===== src/rtl/bru_pkg.sv =====
// Shared constants and helpers for the branch redirect unit: table geometry defaults,
// 2-bit predictor counter states and saturating counter arithmetic.
package bru_pkg;

   localparam int unsigned IDX_W_DEFAULT = 6;
   localparam int unsigned CNT_W_DEFAULT = 32;

   localparam logic [1:0] SNT = 2'b00;
   localparam logic [1:0] WNT = 2'b01;
   localparam logic [1:0] WT  = 2'b10;
   localparam logic [1:0] ST  = 2'b11;

   function automatic logic [1:0] sat_inc(input logic [1:0] cnt);
      return (cnt == ST) ? ST : cnt + 2'd1;
   endfunction

   function automatic logic [1:0] sat_dec(input logic [1:0] cnt);
      return (cnt == SNT) ? SNT : cnt - 2'd1;
   endfunction

endpackage


===== src/rtl/bru_btb.sv =====
// Direct-mapped branch target buffer: asynchronous lookup, synchronous write.
// Instantiated by branch_redirect_unit only when BRU_BTB_EN is defined.
module bru_btb
   import bru_pkg::*;
#(
   parameter int unsigned IDX_W = IDX_W_DEFAULT
) (
   input  logic        clk,
   input  logic        rst,
   input  logic [31:0] rd_pc_i,
   output logic        hit_o,
   output logic [31:0] rd_target_o,
   input  logic        wr_en_i,
   input  logic [31:0] wr_pc_i,
   input  logic [31:0] wr_target_i
);

   localparam int unsigned N     = 1 << IDX_W;
   localparam int unsigned TAG_W = 30 - IDX_W;

   logic             valid_q  [N];
   logic [TAG_W-1:0] tag_q    [N];
   logic [31:0]      target_q [N];

   logic [IDX_W-1:0] rd_idx, wr_idx;
   logic             unused_pc_lsbs;

   assign rd_idx         = rd_pc_i[IDX_W+1:2];
   assign wr_idx         = wr_pc_i[IDX_W+1:2];
   assign unused_pc_lsbs = ^{rd_pc_i[1:0], wr_pc_i[1:0]};

   always_ff @(posedge clk or posedge rst) begin
      if (rst) begin
         for (int i = 0; i < N; i++) valid_q[i] <= 1'b0;
      end else if (wr_en_i) begin
         valid_q[wr_idx] <= 1'b1;
      end
   end

   // Tag and target are qualified by the valid bit, so they carry no reset.
   always_ff @(posedge clk) begin
      if (wr_en_i) begin
         tag_q[wr_idx]    <= wr_pc_i[31:IDX_W+2];
         target_q[wr_idx] <= wr_target_i;
      end
   end

   assign hit_o       = valid_q[rd_idx] & (tag_q[rd_idx] == rd_pc_i[31:IDX_W+2]);
   assign rd_target_o = target_q[rd_idx];

endmodule


===== src/rtl/branch_redirect_unit.sv =====
// Fetch-side branch prediction (BHT, plus BTB when BRU_BTB_EN is defined) and execute-side
// resolution that drives the fetch redirect, pipeline flushes and branch statistics.
module branch_redirect_unit
   import bru_pkg::*;
#(
   parameter int unsigned IDX_W = IDX_W_DEFAULT,
   parameter int unsigned CNT_W = CNT_W_DEFAULT
) (
   input  logic             clk,
   input  logic             rst,
   input  logic [31:0]      pc_f,
   output logic             pred_taken_f,
   output logic [31:0]      pred_target_f,
   input  logic             valid_e,
   input  logic             branch_e,
   input  logic             jump_e,
   input  logic             taken_e,
   input  logic [31:0]      pc_e,
   input  logic [31:0]      pc_plus4_e,
   input  logic [31:0]      target_e,
   input  logic             pred_taken_e,
   input  logic [31:0]      pred_target_e,
   output logic             pc_src_e,
   output logic [31:0]      pc_target_e,
   output logic             flush_d,
   output logic             flush_e,
   output logic [CNT_W-1:0] branch_cnt,
   output logic [CNT_W-1:0] mispred_cnt
);

   localparam int unsigned N = 1 << IDX_W;

   logic             actual, mispred, train;
   logic [31:0]      act_tgt;
   logic [IDX_W-1:0] idx_e;
   logic [1:0]       bht_q [N];
   logic [1:0]       bht_d;
   logic [CNT_W-1:0] branch_cnt_q, branch_cnt_d;
   logic [CNT_W-1:0] mispred_cnt_q, mispred_cnt_d;
   logic             pred_taken_raw;
   logic [31:0]      pred_target_raw;

   assign idx_e = pc_e[IDX_W+1:2];

   // NOTE: always_comb assigns every variable on every path, so no latch is inferred.
   always_comb begin
      actual  = jump_e | (branch_e & taken_e);
      act_tgt = actual ? target_e : pc_plus4_e;
      mispred = valid_e & ((actual != pred_taken_e) | (actual & (pred_target_e != target_e)));
      train   = valid_e & (branch_e | jump_e);

      if (jump_e)      bht_d = ST;
      else if (actual) bht_d = sat_inc(bht_q[idx_e]);
      else             bht_d = sat_dec(bht_q[idx_e]);

      branch_cnt_d  = branch_cnt_q;
      mispred_cnt_d = mispred_cnt_q;
      if (train && !(&branch_cnt_q))    branch_cnt_d  = branch_cnt_q + CNT_W'(1);
      if (mispred && !(&mispred_cnt_q)) mispred_cnt_d = mispred_cnt_q + CNT_W'(1);
   end

   // NOTE: the BHT is reset explicitly because a reset must restore every entry to WNT at once.
   always_ff @(posedge clk or posedge rst) begin
      if (rst) begin
         for (int i = 0; i < N; i++) bht_q[i] <= WNT;
      end else if (train) begin
         bht_q[idx_e] <= bht_d;
      end
   end

   // NOTE: sequential state uses non-blocking assignments only.
   always_ff @(posedge clk or posedge rst) begin
      if (rst) begin
         branch_cnt_q  <= '0;
         mispred_cnt_q <= '0;
      end else begin
         branch_cnt_q  <= branch_cnt_d;
         mispred_cnt_q <= mispred_cnt_d;
      end
   end

`ifdef BRU_BTB_EN
   logic             btb_hit;
   logic [31:0]      btb_target;
   logic [IDX_W-1:0] idx_f;

   assign idx_f = pc_f[IDX_W+1:2];

   bru_btb #(
      .IDX_W(IDX_W)
   ) u_btb (
      .clk        (clk),
      .rst        (rst),
      .rd_pc_i    (pc_f),
      .hit_o      (btb_hit),
      .rd_target_o(btb_target),
      .wr_en_i    (train & actual),
      .wr_pc_i    (pc_e),
      .wr_target_i(target_e)
   );

   // Lookup reads the registered table, so a same-cycle update is seen one cycle later.
   assign pred_taken_raw  = btb_hit & bht_q[idx_f][1];
   assign pred_target_raw = pred_taken_raw ? btb_target : pc_f + 32'd4;
`else
   logic unused_pc_e;

   assign unused_pc_e     = ^{pc_e[31:IDX_W+2], pc_e[1:0]};
   assign pred_taken_raw  = 1'b0;
   assign pred_target_raw = pc_f + 32'd4;
`endif

   assign pred_taken_f  = pred_taken_raw & ~rst;
   assign pred_target_f = rst ? 32'd0 : pred_target_raw;
   assign pc_src_e      = mispred & ~rst;
   assign flush_d       = mispred & ~rst;
   assign flush_e       = mispred & ~rst;
   assign pc_target_e   = rst ? 32'd0 : act_tgt;
   assign branch_cnt    = branch_cnt_q;
   assign mispred_cnt   = mispred_cnt_q;

endmodule


===== config.mk =====
export PLATFORM = sky130hd
export DESIGN_NAME = branch_redirect_unit
export DESIGN_NICKNAME = d
export VERILOG_FILES = /design/src/rtl/bru_pkg.sv /design/src/rtl/bru_btb.sv /design/src/rtl/branch_redirect_unit.sv
export SDC_FILE = /design/constraint.sdc
export NUM_CORES = 1
export LEC_CHECK = 0
export ABC_AREA = 1
export ABC_CLOCK_PERIOD_IN_PS = 8600
export CAP_MARGIN = 40
export CORE_AREA = 2 2 117 119
export DETAILED_ROUTE_END_ITERATION = 16
export DIE_AREA = 0 0 119 121
export DONT_BUFFER_PORTS = 1
export PLACE_DENSITY = 0.6
export SYNTH_ARGS = -nofsm -noshare
export SYNTH_HDL_FRONTEND = slang
export SYNTH_HIERARCHICAL = 1
export SYNTH_SLANG_ARGS = --single-unit

===== constraint.sdc =====
create_clock -name clk -period 8.6 [get_ports clk]
set_clock_uncertainty 0.2 [all_clocks]
set_input_delay 0.86 -clock clk [delete_from_list [all_inputs] [get_ports clk]]
set_output_delay 0.86 -clock clk [all_outputs]
set_load 0.02 [all_outputs]

* Word level (Yosys, flattened, before mapping) *
Cells that the tools add are included.

storage, ports and cells
  RAM bits = 0
  input bits = 167
  bits in latches = 0
  memories = 0
  bits in read-only memories = 0
  bits in registers = 64

operators by class
  equal/unequal tests = 2
  bitwise gates (word level) = 9
  add/sub/neg operators = 3
  shift operators = 0
  multipliers = 0
  order comparisons = 0
  divide/modulo/power cells = 0
  reduce and logical (&&, ||, !) cells = 6
  mux-type cells = 3

operator list
  kind                     number
  $mux W32                 3
  $add A32 B1 Y32 const B  2
  $reduce_and A32 Y1       2
  $add A32 B3 Y32 const B  1
  $ne A32 B32 Y1           1
  $and A1 B1 Y1            5
  $or A1 B1 Y1             3
  $logic_and A1 B1 Y1      2
  $logic_not A1 Y1         2
  $ne A1 B1 Y1             1
  $not A1 Y1               1

* Logic depth before layout (Yosys ltp) *
  word-level depth = 6
  mapped depth = 13

* Worst setup path before layout *
Ideal clock, no wire load.

  path kind = input to output
  start point = input rst
  end point = output pc_target_e[20]
  buffers on the path = 2
  slack = 3.690 ns
  data required time = 7.540 ns
  data arrival time = 3.850 ns
  stages on the path = 5
  cell sequence = clkbuf_1 inv_1 clkbuf_1 o21ai_0 nor2_1

on the way
  word-level cells in the longest chain between the ends = 1

RTL lines
  what                RTL line                     source
  start: declaration  branch_redirect_unit.sv:10   input logic rst,
  $mux W32            branch_redirect_unit.sv:118  assign pc_target_e = rst ? 32'd0 : act_tgt;
  end: declaration    branch_redirect_unit.sv:24   output logic [31:0] pc_target_e,

Every way passes these cells.

* Worst setup path after layout *
  start point = input branch_e
  end point = output flush_d

on the way
  word-level cells in the longest chain between the ends = 6
  elaborated cells between the ends (all ways) = 7
  those cells by class = eq/ne (1); bitwise (6)

RTL lines
  what                                           RTL line                     source
  start: declaration                             branch_redirect_unit.sv:15   input logic branch_e,
  $and A1 B1 Y1 *                                branch_redirect_unit.sv:47   actual = jump_e | (branch_e & taken_e);
  $or A1 B1 Y1 *                                 branch_redirect_unit.sv:47
  $ne A1 B1 Y1 or $and A1 B1 Y1 (tied branches)  branch_redirect_unit.sv:49   mispred = valid_e & ((actual != pred_taken_e) | (actual & (pred_target_e != target_e)));
  $or A1 B1 Y1 *                                 branch_redirect_unit.sv:49
  $and A1 B1 Y1 *                                branch_redirect_unit.sv:49
  $and A1 B1 Y1 *                                branch_redirect_unit.sv:116  assign flush_d = mispred & ~rst;
  end: declaration                               branch_redirect_unit.sv:25   output logic flush_d,

Mark *: on every way between the ends. The rest lies on a longest branch, timed or not.

==> qor.json <==
{
  "run_status": "finished, final reports clean",
  "slew-limit-headroom_pct": 46.2,
  "globalRoute.totalOverflow": 0,
  "synth_top_family_by_area": "simple AND/OR/NAND/NOR gates",
  "start_util_pct": 47.2,
  "crit_path_frequent_cell": "sky130_fd_sc_hd__nand2_1",
  "sw_share_pct": 35.7,
  "first_global_vias": 5947,
  "die_width_um": 119,
  "grt_usage_pct": 28.5,
  "max_slew.worst_pin.slew_ns": 0.806,
  "placement_rows": 42,
  "leakage_nw": 3.15,
  "placed_cells": 1198,
  "crit_slowest_cell": "sky130_fd_sc_hd__nor2_1",
  "postCtsSetupBuffers": 0,
  "critPathKind": "input port to primary output",
  "syn-cell-area_um2": 6180,
  "stdcell_count": 1215,
  "seqPwrFrac_pct": 41.7,
  "power.density_nw_per_um2": 154,
  "final_nets": 1203,
  "num_vias": 6470,
  "port_buffers": 0,
  "ys_async_sr_fraction_pct": 100,
  "wire_per_inst_um": 17.0,
  "r2r_start": "mispred_cnt[0]",
  "drtAntennaViolNets": 0,
  "cts_hold_repair.buffers": 0,
  "cts_made_buffers": 9,
  "detailedRoute.firstPassIterationCount": 5,
  "grt_max_degree": 51,
  "drt-vias-per-instance": 5.33,
  "worst_hold_path.num_cells": 2,
  "timing_hold_violations_final": 0,
  "die-area_um2": 14400,
  "dieHeight_um": 121,
  "cp.arrival_ns": 2.67,
  "ys_seq_area_share_pct": 25.9,
  "hold_path_class": "flop to flop",
  "cts_buffer_depth": 2,
  "synth_area_leader_cell": "sky130_fd_sc_hd__dfrtp_1",
  "fraction_of_the_cycle_the_final_worst_path_needs_pct": 43.4,
  "design.core.area_um2": 13100,
  "fin_crit_ns": 3.73,
  "post_synth_num_cell_types": 34,
  "timing.reg2reg.setup_slack_ns": 5.32,
  "timing.critical_path.buf_inv": 3,
  "synth-edff-count": 0,
  "grt_setup_unrepaired": "no",
  "crit_required_ns": 7.54,
  "synth.area.top_cells": "sky130_fd_sc_hd__dfrtp_1 26%, sky130_fd_sc_hd__nand2_1 23%, sky130_fd_sc_hd__nor2_1 10%, sky130_fd_sc_hd__inv_1 6.4%, sky130_fd_sc_hd__xor2_1 5.4%",
  "overall_power_consumption_mw": 1.02,
  "drv_slew": 0,
  "synth.yosys.warnings": 6,
  "syn_area_per_cell_um2": 5.89,
  "yosys-mux-area-fraction_pct": 0,
  "internal_power_mw": 0.655,
  "startpoint_type": "input port",
  "netlist_instances": 1049,
  "cap_viol_max_count": 0,
  "drt_iter0_drc": 393,
  "synth_fa_ha_area_share_pct": 0.608,
  "grt_antenna_before_repair": 0,
  "clock_tree_from_tritoncts": "built",
  "timing.setup.tns_ns": 0,
  "synthFlopType": "sky130_fd_sc_hd__dfrtp_1",
  "postRouteWirelength_um": 20700,
  "drive_above_1_share_pct": 5.11,
  "post-synth-top-area-fraction_pct": 25.9,
  "crit_path_cell_trace": "nand2_1, nand2_1, buf_4, nand3_1, nor2_1, nand2_1, nor2_1, nand3_1, buf_4, nand2_1, nor2_1, buf_4",
  "synth_compound_area_share_pct": 8.06,
  "clock_power_share_pct": 37.8,
  "hold_path_origin": "mispred_cnt[22]",
  "timing.final.setup_violations": 0,
  "postSynthNetCount": 1219,
  "worst_path_dominant_cell_family": "simple AND/OR/NAND/NOR gates",
  "grt_first_pass_wirelength_um": 32200,
  "largest_voltage_drop_on_the_vdd_net_uv": 127,
  "post_cts_resized": 0,
  "worstRegToRegCells": 9,
  "p_comb_share_pct": 20.5,
  "fmaxAchievable_ghz": 0.268,
  "crit_path_max_incr_delay_ns": 0.37,
  "place.gp.congestion": 0.921,
  "clkSlewWorstSetupHoldPaths_ns": 0.05,
  "postSynthRegisterBits": 64,
  "syn2layout_area_growth_pct": 7.13,
  "r2r_end": "mispred_cnt[7]",
  "synth-xor-area-share_pct": 8.93,
  "endpoint_kind": "primary output",
  "h-tree-depth": 3,
  "cp_max_fo": 50,
  "root_buffer": "sky130_fd_sc_hd__clkbuf_16",
  "synth_simple_gate_area_share_pct": 46.7,
  "worst_skew_pair.late_latency_ns": 0.34,
  "hpwlAfterDp_um": 16800,
  "pin_count": 299,
  "drc": 0,
  "worstHoldEndpoint": "mispred_cnt[22]",
  "power.switching_mw": 0.364,
  "clock_sinks": 64
}
## power by group through the flow
stage | Clock, mW | Sequential [mW] | Combinational [mW]
CTS | 0.391 | 0.426 | 0.209
detailed placement | 0 | 0.431 | 0.208
global route | 0.402 | 0.432 | 0.234
global placement | 0 | 0.430 | 0.202
floorplan | 0 | 0.412 | 0.181
finish | 0.386 | 0.425 | 0.208
## worst max-delay path by stage
stage,to,startpoint,slack (ns),depth (start not counted)
finish,flush_d,branch_e,4.87,12
global route,flush_d,branch_e,4.72,12
CTS,flush_d,branch_e,4.87,12
detailed placement,flush_d,branch_e,4.87,12
global placement,flush_d,branch_e,4.65,11
floorplan,pc_target_e[20],rst,3.69,5
## cells in the final DEF (no fill, tap or decap), drive strengths merged
| cell type | Yosys | final |
|---|---|---|
| a211oi | 1 | 1 |
| a21oi | 26 | 26 |
| and3 | 1 | 1 |
| buf | 16 | 7 |
| bufinv | 0 | 1 |
| clkbuf | 18 | 14 |
| clkinv | 1 | 2 |
| conb | 1 | 1 |
| dfrtp | 64 | 64 |
| diode | 0 | 1 |
| ha | 3 | 3 |
| inv | 109 | 109 |
| nand2 | 376 | 376 |
| nand3 | 32 | 32 |
| nand3b | 7 | 7 |
| nand4 | 43 | 43 |
| nor2 | 176 | 176 |
| nor3 | 43 | 43 |
| nor3b | 2 | 2 |
| nor4 | 3 | 3 |
| o21a | 2 | 2 |
| o21ai | 61 | 61 |
| o22ai | 1 | 1 |
| xnor2 | 25 | 25 |
| xor2 | 38 | 38 |
## synth_stat cells (2+ instances only)
cell type / number
sky130_fd_sc_hd__nand3_1: 28
sky130_fd_sc_hd__inv_2: 4
sky130_fd_sc_hd__nor3_2: 4
sky130_fd_sc_hd__clkbuf_1: 18
sky130_fd_sc_hd__inv_1: 105
sky130_fd_sc_hd__buf_6: 4
sky130_fd_sc_hd__o21a_1: 2
sky130_fd_sc_hd__nand4_1: 43
sky130_fd_sc_hd__nor2_1: 172
sky130_fd_sc_hd__nand3b_1: 7
sky130_fd_sc_hd__nor3b_1: 2
sky130_fd_sc_hd__buf_2: 5
sky130_fd_sc_hd__xnor2_1: 25
sky130_fd_sc_hd__dfrtp_1: 64
sky130_fd_sc_hd__o21ai_0: 51
sky130_fd_sc_hd__nor2_4: 3
sky130_fd_sc_hd__o21ai_2: 9
sky130_fd_sc_hd__nand3_2: 4
sky130_fd_sc_hd__nand2_2: 4
sky130_fd_sc_hd__a21oi_1: 26
sky130_fd_sc_hd__ha_1: 3
sky130_fd_sc_hd__nor3_1: 39
sky130_fd_sc_hd__xor2_1: 38
sky130_fd_sc_hd__nor4_1: 3
sky130_fd_sc_hd__buf_4: 6
sky130_fd_sc_hd__nand2_1: 372
## worst reg2reg max path, cell delays in order (launching register included)
cell and delay [ns]:
sky130_fd_sc_hd__dfrtp_1 0.55, sky130_fd_sc_hd__ha_1 0.30, sky130_fd_sc_hd__nand3_2 0.17, sky130_fd_sc_hd__inv_2 0.11, sky130_fd_sc_hd__nand2_2 0.12, sky130_fd_sc_hd__nor3_2 0.20
sky130_fd_sc_hd__nand3_2 0.59, sky130_fd_sc_hd__nand3_2 0.76, sky130_fd_sc_hd__nand2_1 0.13, sky130_fd_sc_hd__nand2_1 0.08
## flip-flops by register name, indices dropped and copies added (netlist names)
signal,cells
mispred_cnt,32
branch_cnt,32
## cell families after synthesis
family	count (synthesis)
xor+xnor	63
other cells	1
simple gates	683
fa+ha+maj	3
flops	64
compound gates	91
buf+inv	144
## metrics by stage
step	setup WS (ns)	hold slack, ns	util [%]	instance area, µm²
2_1_floorplan	3.69	0.395	-	6180
3_3_place_gp	4.65	0.444	47.7	6240
3_5_place_dp	4.87	0.449	48.1	6290
4_1_cts	4.87	0.459	50.5	6610
5_1_grt	4.72	0.475	50.5	6610
6_report	4.87	0.447	50.6	6620
## per-layer routing
| layer | GRT usage (%) | wire, µm | part of all wire (%) | vias to the layer above |
|---|---|---|---|---|
| li1 | - | - | - | 3292 |
| met1 | 35.2 | 8510 | 41 | 2865 |
| met2 | 47.3 | 9550 | 46 | 281 |
| met3 | 10.9 | 2210 | 11 | 32 |
| met4 | 6.03 | 417 | 2.0 | 0 |
| met5 | 0 | 0 | 0 | - |
## final cells by class
class	instances	area, µm²
clock buffer	14	284
clock inverter	2	35.0
tap	176	220
sequential	64	1600
timing repair buffer	7	80.1
inverter	110	415
antenna	1	2.50
multi-input combinational	841	3980
fill	1394	6470
No activity file was read; power rests on OpenSTA's default activity.
